==> src/rtl/msx_bus_initiator.sv <==
// MSX slot bus initiator: single-beat core requests become Z80-timed memory/I/O cycles.
// Define MSX_BUS_INITIATOR_RFSH_EN to build the R1/R2 DRAM refresh cycles after M1 fetches.
module msx_bus_initiator #(
    parameter int DIV      = 4,
    parameter int MAX_WAIT = 64
) (
    input  logic        CLK,
    input  logic        RESET,
    input  logic        REQ_VALID,
    output logic        REQ_READY,
    input  logic        REQ_WRITE,
    input  logic        REQ_IO,
    input  logic        REQ_M1,
    input  logic        REQ_SLOT,
    input  logic [15:0] REQ_ADDR,
    input  logic [7:0]  REQ_DATA,
    output logic        RSP_VALID,
    output logic [7:0]  RSP_DATA,
    output logic        RSP_TIMEOUT,
    output logic [15:0] ADDR,
    output logic [7:0]  DIN,
    output logic        RD_n,
    output logic        WR_n,
    output logic        MERQ_n,
    output logic        IORQ_n,
    output logic        SLTSL_n,
    output logic        CS1_n,
    output logic        CS2_n,
    output logic        CS12_n,
    output logic        M1_n,
    output logic        RFSH_n,
    output logic        CLK_EN,
    input  logic [7:0]  DOUT,
    input  logic        BUSDIR_n,
    input  logic        WAIT_n,
    input  logic        INT_n,
    output logic        INT_PENDING
);

    typedef enum logic [2:0] {S_IDLE, S_T1, S_T2, S_TW, S_T3, S_R1, S_R2} state_t;

    localparam logic [7:0] DIV_LAST = 8'(DIV - 1);
    localparam logic [7:0] WAIT_LIM = 8'(MAX_WAIT);

    state_t      state_q, state_d;
    logic [7:0]  div_q, div_d;
    logic        ready_q, ready_d;
    logic [15:0] addr_q, addr_d;
    logic [7:0]  din_q, din_d;
    logic        rd_n_q, rd_n_d, wr_n_q, wr_n_d;
    logic        merq_n_q, merq_n_d, iorq_n_q, iorq_n_d;
    logic        sltsl_n_q, sltsl_n_d, m1_n_q, m1_n_d;
    logic        cs1_n_q, cs1_n_d, cs2_n_q, cs2_n_d;
    logic        rsp_valid_q, rsp_valid_d, rsp_timeout_q, rsp_timeout_d;
    logic [7:0]  rsp_data_q, rsp_data_d;
    logic [7:0]  wcnt_q, wcnt_d;
    logic        abort_q, abort_d;
    logic        lat_write_q, lat_write_d, lat_io_q, lat_io_d;
    logic [7:0]  lat_data_q, lat_data_d;
    logic        int_s1_q, int_s1_d, int_s2_q, int_s2_d;
    logic        clk_en;
    logic [7:0]  sample_val;
`ifdef MSX_BUS_INITIATOR_RFSH_EN
    logic        rfsh_n_q, rfsh_n_d, lat_m1_q, lat_m1_d;
    logic [6:0]  rcnt_q, rcnt_d;
`endif

    assign clk_en     = (div_q == DIV_LAST);
    assign sample_val = lat_write_q ? rsp_data_q : (BUSDIR_n ? 8'hFF : DOUT);

    always_comb begin
        state_d       = state_q;
        div_d         = clk_en ? 8'd0 : div_q + 8'd1;
        addr_d        = addr_q;
        din_d         = din_q;
        rd_n_d        = rd_n_q;
        wr_n_d        = wr_n_q;
        merq_n_d      = merq_n_q;
        iorq_n_d      = iorq_n_q;
        sltsl_n_d     = sltsl_n_q;
        m1_n_d        = m1_n_q;
        cs1_n_d       = cs1_n_q;
        cs2_n_d       = cs2_n_q;
        rsp_valid_d   = 1'b0;
        rsp_timeout_d = 1'b0;
        rsp_data_d    = rsp_data_q;
        wcnt_d        = wcnt_q;
        abort_d       = abort_q;
        lat_write_d   = lat_write_q;
        lat_io_d      = lat_io_q;
        lat_data_d    = lat_data_q;
        int_s1_d      = ~INT_n;
        int_s2_d      = int_s1_q;
`ifdef MSX_BUS_INITIATOR_RFSH_EN
        rfsh_n_d      = rfsh_n_q;
        lat_m1_d      = lat_m1_q;
        rcnt_d        = rcnt_q;
`endif
        case (state_q)
            S_IDLE: begin
                if (REQ_VALID && ready_q) begin
                    state_d     = S_T1;
                    div_d       = 8'd0;
                    wcnt_d      = 8'd0;
                    abort_d     = 1'b0;
                    lat_write_d = REQ_WRITE;
                    lat_io_d    = REQ_IO;
                    lat_data_d  = REQ_DATA;
                    addr_d      = REQ_ADDR;
                    iorq_n_d    = ~REQ_IO;
                    merq_n_d    = REQ_IO;
                    rd_n_d      = REQ_WRITE;
                    m1_n_d      = ~(REQ_M1 & ~REQ_IO & ~REQ_WRITE);
                    sltsl_n_d   = ~(REQ_SLOT & ~REQ_IO);
                    cs1_n_d     = ~(~REQ_IO && REQ_ADDR[15:14] == 2'b01);
                    cs2_n_d     = ~(~REQ_IO && REQ_ADDR[15:14] == 2'b10);
`ifdef MSX_BUS_INITIATOR_RFSH_EN
                    lat_m1_d    = REQ_M1 & ~REQ_IO & ~REQ_WRITE;
`endif
                end
            end
            S_T1: begin
                if (clk_en) begin
                    state_d = S_T2;
                    if (lat_write_q) begin
                        din_d  = lat_data_q;
                        wr_n_d = 1'b0;
                    end
                end
            end
            S_T2: begin
                if (clk_en) begin
                    if (!WAIT_n || lat_io_q) begin
                        state_d = S_TW;
                    end else begin
                        state_d    = S_T3;
                        rsp_data_d = sample_val;
                    end
                end
            end
            S_TW: begin
                // I/O's mandatory TW is covered by the T2 exit; here only WAIT_n holds us
                if (clk_en) begin
                    wcnt_d = wcnt_q + 8'd1;
                    if (WAIT_n || (wcnt_q + 8'd1 == WAIT_LIM)) begin
                        state_d    = S_T3;
                        abort_d    = ~WAIT_n;
                        rsp_data_d = sample_val;
                    end
                end
            end
            S_T3: begin
                if (clk_en) begin
                    rd_n_d        = 1'b1;
                    wr_n_d        = 1'b1;
                    merq_n_d      = 1'b1;
                    iorq_n_d      = 1'b1;
                    sltsl_n_d     = 1'b1;
                    m1_n_d        = 1'b1;
                    cs1_n_d       = 1'b1;
                    cs2_n_d       = 1'b1;
                    din_d         = 8'h00;
                    rsp_valid_d   = 1'b1;
                    rsp_timeout_d = abort_q;
                    state_d       = S_IDLE;
`ifdef MSX_BUS_INITIATOR_RFSH_EN
                    if (lat_m1_q) begin
                        state_d  = S_R1;
                        rfsh_n_d = 1'b0;
                        merq_n_d = 1'b0;
                        addr_d   = {9'h000, rcnt_q};
                    end
`endif
                end
            end
`ifdef MSX_BUS_INITIATOR_RFSH_EN
            S_R1: begin
                if (clk_en) state_d = S_R2;
            end
            S_R2: begin
                if (clk_en) begin
                    state_d  = S_IDLE;
                    rfsh_n_d = 1'b1;
                    merq_n_d = 1'b1;
                    rcnt_d   = rcnt_q + 7'd1;
                end
            end
`endif
            default: state_d = S_IDLE;
        endcase
        ready_d = (state_d == S_IDLE);
    end

    always_ff @(posedge CLK or posedge RESET) begin
        if (RESET) begin
            state_q       <= S_IDLE;
            div_q         <= 8'd0;
            ready_q       <= 1'b0;
            addr_q        <= 16'h0000;
            din_q         <= 8'h00;
            rd_n_q        <= 1'b1;
            wr_n_q        <= 1'b1;
            merq_n_q      <= 1'b1;
            iorq_n_q      <= 1'b1;
            sltsl_n_q     <= 1'b1;
            m1_n_q        <= 1'b1;
            cs1_n_q       <= 1'b1;
            cs2_n_q       <= 1'b1;
            rsp_valid_q   <= 1'b0;
            rsp_timeout_q <= 1'b0;
            rsp_data_q    <= 8'hFF;
            wcnt_q        <= 8'd0;
            abort_q       <= 1'b0;
            lat_write_q   <= 1'b0;
            lat_io_q      <= 1'b0;
            lat_data_q    <= 8'h00;
            int_s1_q      <= 1'b0;
            int_s2_q      <= 1'b0;
`ifdef MSX_BUS_INITIATOR_RFSH_EN
            rfsh_n_q      <= 1'b1;
            lat_m1_q      <= 1'b0;
            rcnt_q        <= 7'd0;
`endif
        end else begin
            state_q       <= state_d;
            div_q         <= div_d;
            ready_q       <= ready_d;
            addr_q        <= addr_d;
            din_q         <= din_d;
            rd_n_q        <= rd_n_d;
            wr_n_q        <= wr_n_d;
            merq_n_q      <= merq_n_d;
            iorq_n_q      <= iorq_n_d;
            sltsl_n_q     <= sltsl_n_d;
            m1_n_q        <= m1_n_d;
            cs1_n_q       <= cs1_n_d;
            cs2_n_q       <= cs2_n_d;
            rsp_valid_q   <= rsp_valid_d;
            rsp_timeout_q <= rsp_timeout_d;
            rsp_data_q    <= rsp_data_d;
            wcnt_q        <= wcnt_d;
            abort_q       <= abort_d;
            lat_write_q   <= lat_write_d;
            lat_io_q      <= lat_io_d;
            lat_data_q    <= lat_data_d;
            int_s1_q      <= int_s1_d;
            int_s2_q      <= int_s2_d;
`ifdef MSX_BUS_INITIATOR_RFSH_EN
            rfsh_n_q      <= rfsh_n_d;
            lat_m1_q      <= lat_m1_d;
            rcnt_q        <= rcnt_d;
`endif
        end
    end

    assign REQ_READY   = ready_q;
    assign RSP_VALID   = rsp_valid_q;
    assign RSP_DATA    = rsp_data_q;
    assign RSP_TIMEOUT = rsp_timeout_q;
    assign ADDR        = addr_q;
    assign DIN         = din_q;
    assign RD_n        = rd_n_q;
    assign WR_n        = wr_n_q;
    assign MERQ_n      = merq_n_q;
    assign IORQ_n      = iorq_n_q;
    assign SLTSL_n     = sltsl_n_q;
    assign M1_n        = m1_n_q;
    assign CS1_n       = cs1_n_q;
    assign CS2_n       = cs2_n_q;
    assign CS12_n      = cs1_n_q & cs2_n_q;
    assign CLK_EN      = clk_en;
    // High means an interrupt is being requested (INT_n low, synchronised)
    assign INT_PENDING = int_s2_q;
`ifdef MSX_BUS_INITIATOR_RFSH_EN
    assign RFSH_n      = rfsh_n_q;
`else
    assign RFSH_n      = 1'b1;
`endif

endmodule

==> config.mk <==
export PLATFORM = sky130hd
export DESIGN_NAME = msx_bus_initiator
export DESIGN_NICKNAME = d
export VERILOG_FILES = /design/src/rtl/msx_bus_initiator.sv
export SDC_FILE = /design/constraint.sdc
export NUM_CORES = 1
export LEC_CHECK = 0
export ABC_AREA = 1
export BUFFER_PORTS_ARGS = -buffer_cell sky130_fd_sc_hd__buf_2
export CORE_ASPECT_RATIO = 0.8
export CORE_MARGIN = 2
export CORE_UTILIZATION = 35
export DETAILED_ROUTE_END_ITERATION = 8
export PLACE_DENSITY = 0.65
export SETUP_SLACK_MARGIN = 0.5
export SYNTH_ARGS = -nofsm -noshare
export SYNTH_HDL_FRONTEND = slang
export SYNTH_SLANG_ARGS = --single-unit
==> constraint.sdc <==
create_clock -name CLK -period 2.4 [get_ports CLK]
set_input_delay 0.36 -clock CLK [delete_from_list [all_inputs] [get_ports CLK]]
set_output_delay 0.36 -clock CLK [all_outputs]
set_load 0.05 [all_outputs]
==> out/qor.yml <==
root_buffer: "clkbuf_16"
p_leak_nw: 2.35
layout.cells.non_filler: 625
nFillCells: 940
ant_nets: 0
grt.total_usage_pct: 15.3
die_w_um: 114
final_cell_mix: "nand2_1 (124), buf_2 (87), dfrtp_1 (57)"
status: "completed"
cp.arrival_ns: 1.44
boundaryPins: 89
rr_startpoint: "div_q[6]"
crit_start: "div_q[6]"
drive_gt1_share_pct: 30.4
clkLatencyLatePin_ns: 0.33
ys_warn_count: 0
vias_per_cell: 4.59
cts.path.max_buffers: 2
finalWorstSetupSlack_ns: 0.600
crit_slowest_cell: "dfrtp_1"
dieArea_sq_mm: 0.0105
setup_violations: 0
start_kind: "register"
p_seq_share_pct: 34.6
final-seq-area_sq_mm: 0.00190
cts_tree: "done"
power_frac_clock_pct: 22.0
p_int_mw: 3.41
crit_path_max_fanout: 6
finClkSkew_ns: 0.00811
grt_max_degree: 50
area_growth_syn_to_layout_pct: 28.7
place_hpwl_um: 5350
finalCritPeriodShare_pct: 75.0
n_antenna_cell: 0
rsz0062_at_grt: "yes"
avgSynthCellArea_sq_um: 8.38
clkTransAtPathRegs_ns: 0.06
cts.sinks: 75
cts_inserted_buffers: 9
switching_share_pct: 45.6
synth_area_leader_cell: "dfrtp_1"
synth_nets: 450
worst_pin_slew_ns: 0.616
place.gp.congestion: 0.764
p_total_mw: 6.27
drc: 0
vias: 2869
yosys.area.top_type_share_pct: 43.5
crit_path_end_kind: "output port"
path_cells: "inv_2 -> nand4_4 -> nor2_8 -> buf_2"
relSlewSlack_pct: 58.9
combinationalPowerShare_pct: 43.5
slowest_delay_ns: 0.40
fin_setup_tns_ns: 0
synthDistinctLibCells: 34
seq_area_frac_synth_pct: 55.9
cts-htree-levels: 3
hold_path_class: "primary input to asynchronous set/reset pin"
start_util_pct: 35.6
final_common_cell: "nand2_1"
grt_remaining_overflow: 0
hold_viol: 0
rows: 32
grt_first_pass_wirelength_um: 12800
dr.pass1.iters: 4
fin_crit_ns: 1.80
cap_violations: 0
power_switching_mw: 2.86
worstSetupPathType: "register to output port"
io_buffer_count: 87
drt_wl_total_um: 7590
syn_inst: 405
synth_area_leaders: "dfrtp_1 (44%), nand2_1 (14%), dfstp_2 (12%)"
core_area_sq_mm: 0.00953
antenna_found_initial: 0
first_iter_violations: 138
syn_area_sq_mm: 0.00339
die_h_um: 92.1
ys_ff_latch: 75
finalMaxSlewViolations: 0
powerDensity_mw_per_mm2: 1440
grt_pass1_vias: 2823
fin_nets: 546
wl_per_cell_um: 12.1
placed_cells: 604
crit_required_ns: 2.04
max_freq_mhz: 556
dp_slack_ns: 0.594
multi_input_area_sq_mm: 0.00126
ir_worst_vdd_uv: 638
## flip-flops by register name (all words and copies together), names as in the netlist, 3 cells and up
| register | count |
|---|---|
| ADDR | 16 |
| div_q | 8 |
| lat_data_q | 8 |
| wcnt_q | 8 |
| DIN | 8 |
| state_q | 3 |
| RSP_DATA | 8 |
## cells in the mapped netlist (all sizes together)
cell type    n
nand2      128
inv         62
dfrtp       59
nor2        42
nand3       29
o21ai       22
dfstp       16
nor3         9
a21oi        7
clkbuf       6
buf          4
o22ai        4
a31oi        3
ha           3
nand4        3
o211ai       2
a211o        1
a211oi       1
a21boi       1
conb         1
nand3b       1
o21bai       1
## layout make-up
cell class                 count  share of cell area (%)
sequential                    75                    43.5
timing repair buffer          95                    11.7
clock buffer                   9                    5.16
clock inverter                 7                    1.89
inverter                      62                    5.47
tap                          119                    3.41
multi-input combinational    258                    28.8
## metal layers
layer	wire, um	share of wire, %	track usage (%)	up-vias
met5	0	0	0	-
met4	94	1.2	5.59	0
met3	492	6.5	5.09	9
met2	3660	48	25.0	69
met1	3340	44	18.9	1337
li1	-	-	-	1454
## per-stage QoR
stage                     hold slack, ns  util (%)  instance area, sq um
after floorplan                    0.331         -                  3400
after global placement             0.334      41.7                  3970
after detailed placement           0.336      41.7                  3970
after CTS                          0.110      44.9                  4280
after global routing               0.154      45.8                  4370
final                             0.0978      45.8                  4370
## power groups by stage
stage / combinational (mW) / sequential [mW] / clock, mW
6_report: 2.72 / 2.17 / 1.38
4_1_cts: 2.66 / 2.15 / 1.42
3_3_place_gp: 2.58 / 2.15 / 0
5_1_grt: 2.96 / 2.24 / 1.47
3_5_place_dp: 2.65 / 2.16 / 0
2_1_floorplan: 1.01 / 3.19 / 0
## critical path: cells and delay by family (launching register included)
kind                   cells  cell delay [ns]
buffers and inverters      2             0.38
and+or+nand+nor            2             0.33
DFF                        1             0.40
## path summary, 6_finish.rpt
path | end | slack, ns | cells past startpoint
max | CLK_EN | 0.60 | 4
min | RSP_VALID | 0.1 | 2
max reg2reg | RSP_DATA[6] | 0.62 | 11
min reg2reg | INT_PENDING | 0.35 | 0
max in group asynchronous | RSP_DATA[5] | 1.61 | 3
min in group CLK | SLTSL_n | 0.15 | 2
## logic make-up (layout without fill, tap and decap cells)
kind of cell / count (synthesis) / in the layout / synth area share, %
DFF: 75 / 75 / 55.9
buffers and inverters: 72 / 173 / 8.19
and+or+nand+nor: 212 / 212 / 27.4
other: 1 / 1 / 0.111
adders and majority gates: 3 / 3 / 1.11
AOI/OAI and AO/OA: 42 / 42 / 7.27
## repair_timing
item	4_1_cts	5_1_grt
resized for setup	0	12
hold buffers	0	0
setup buffers	0	5
endpoints found under the setup margin	0	26
Note: power is estimated with default switching activity, not from simulation.
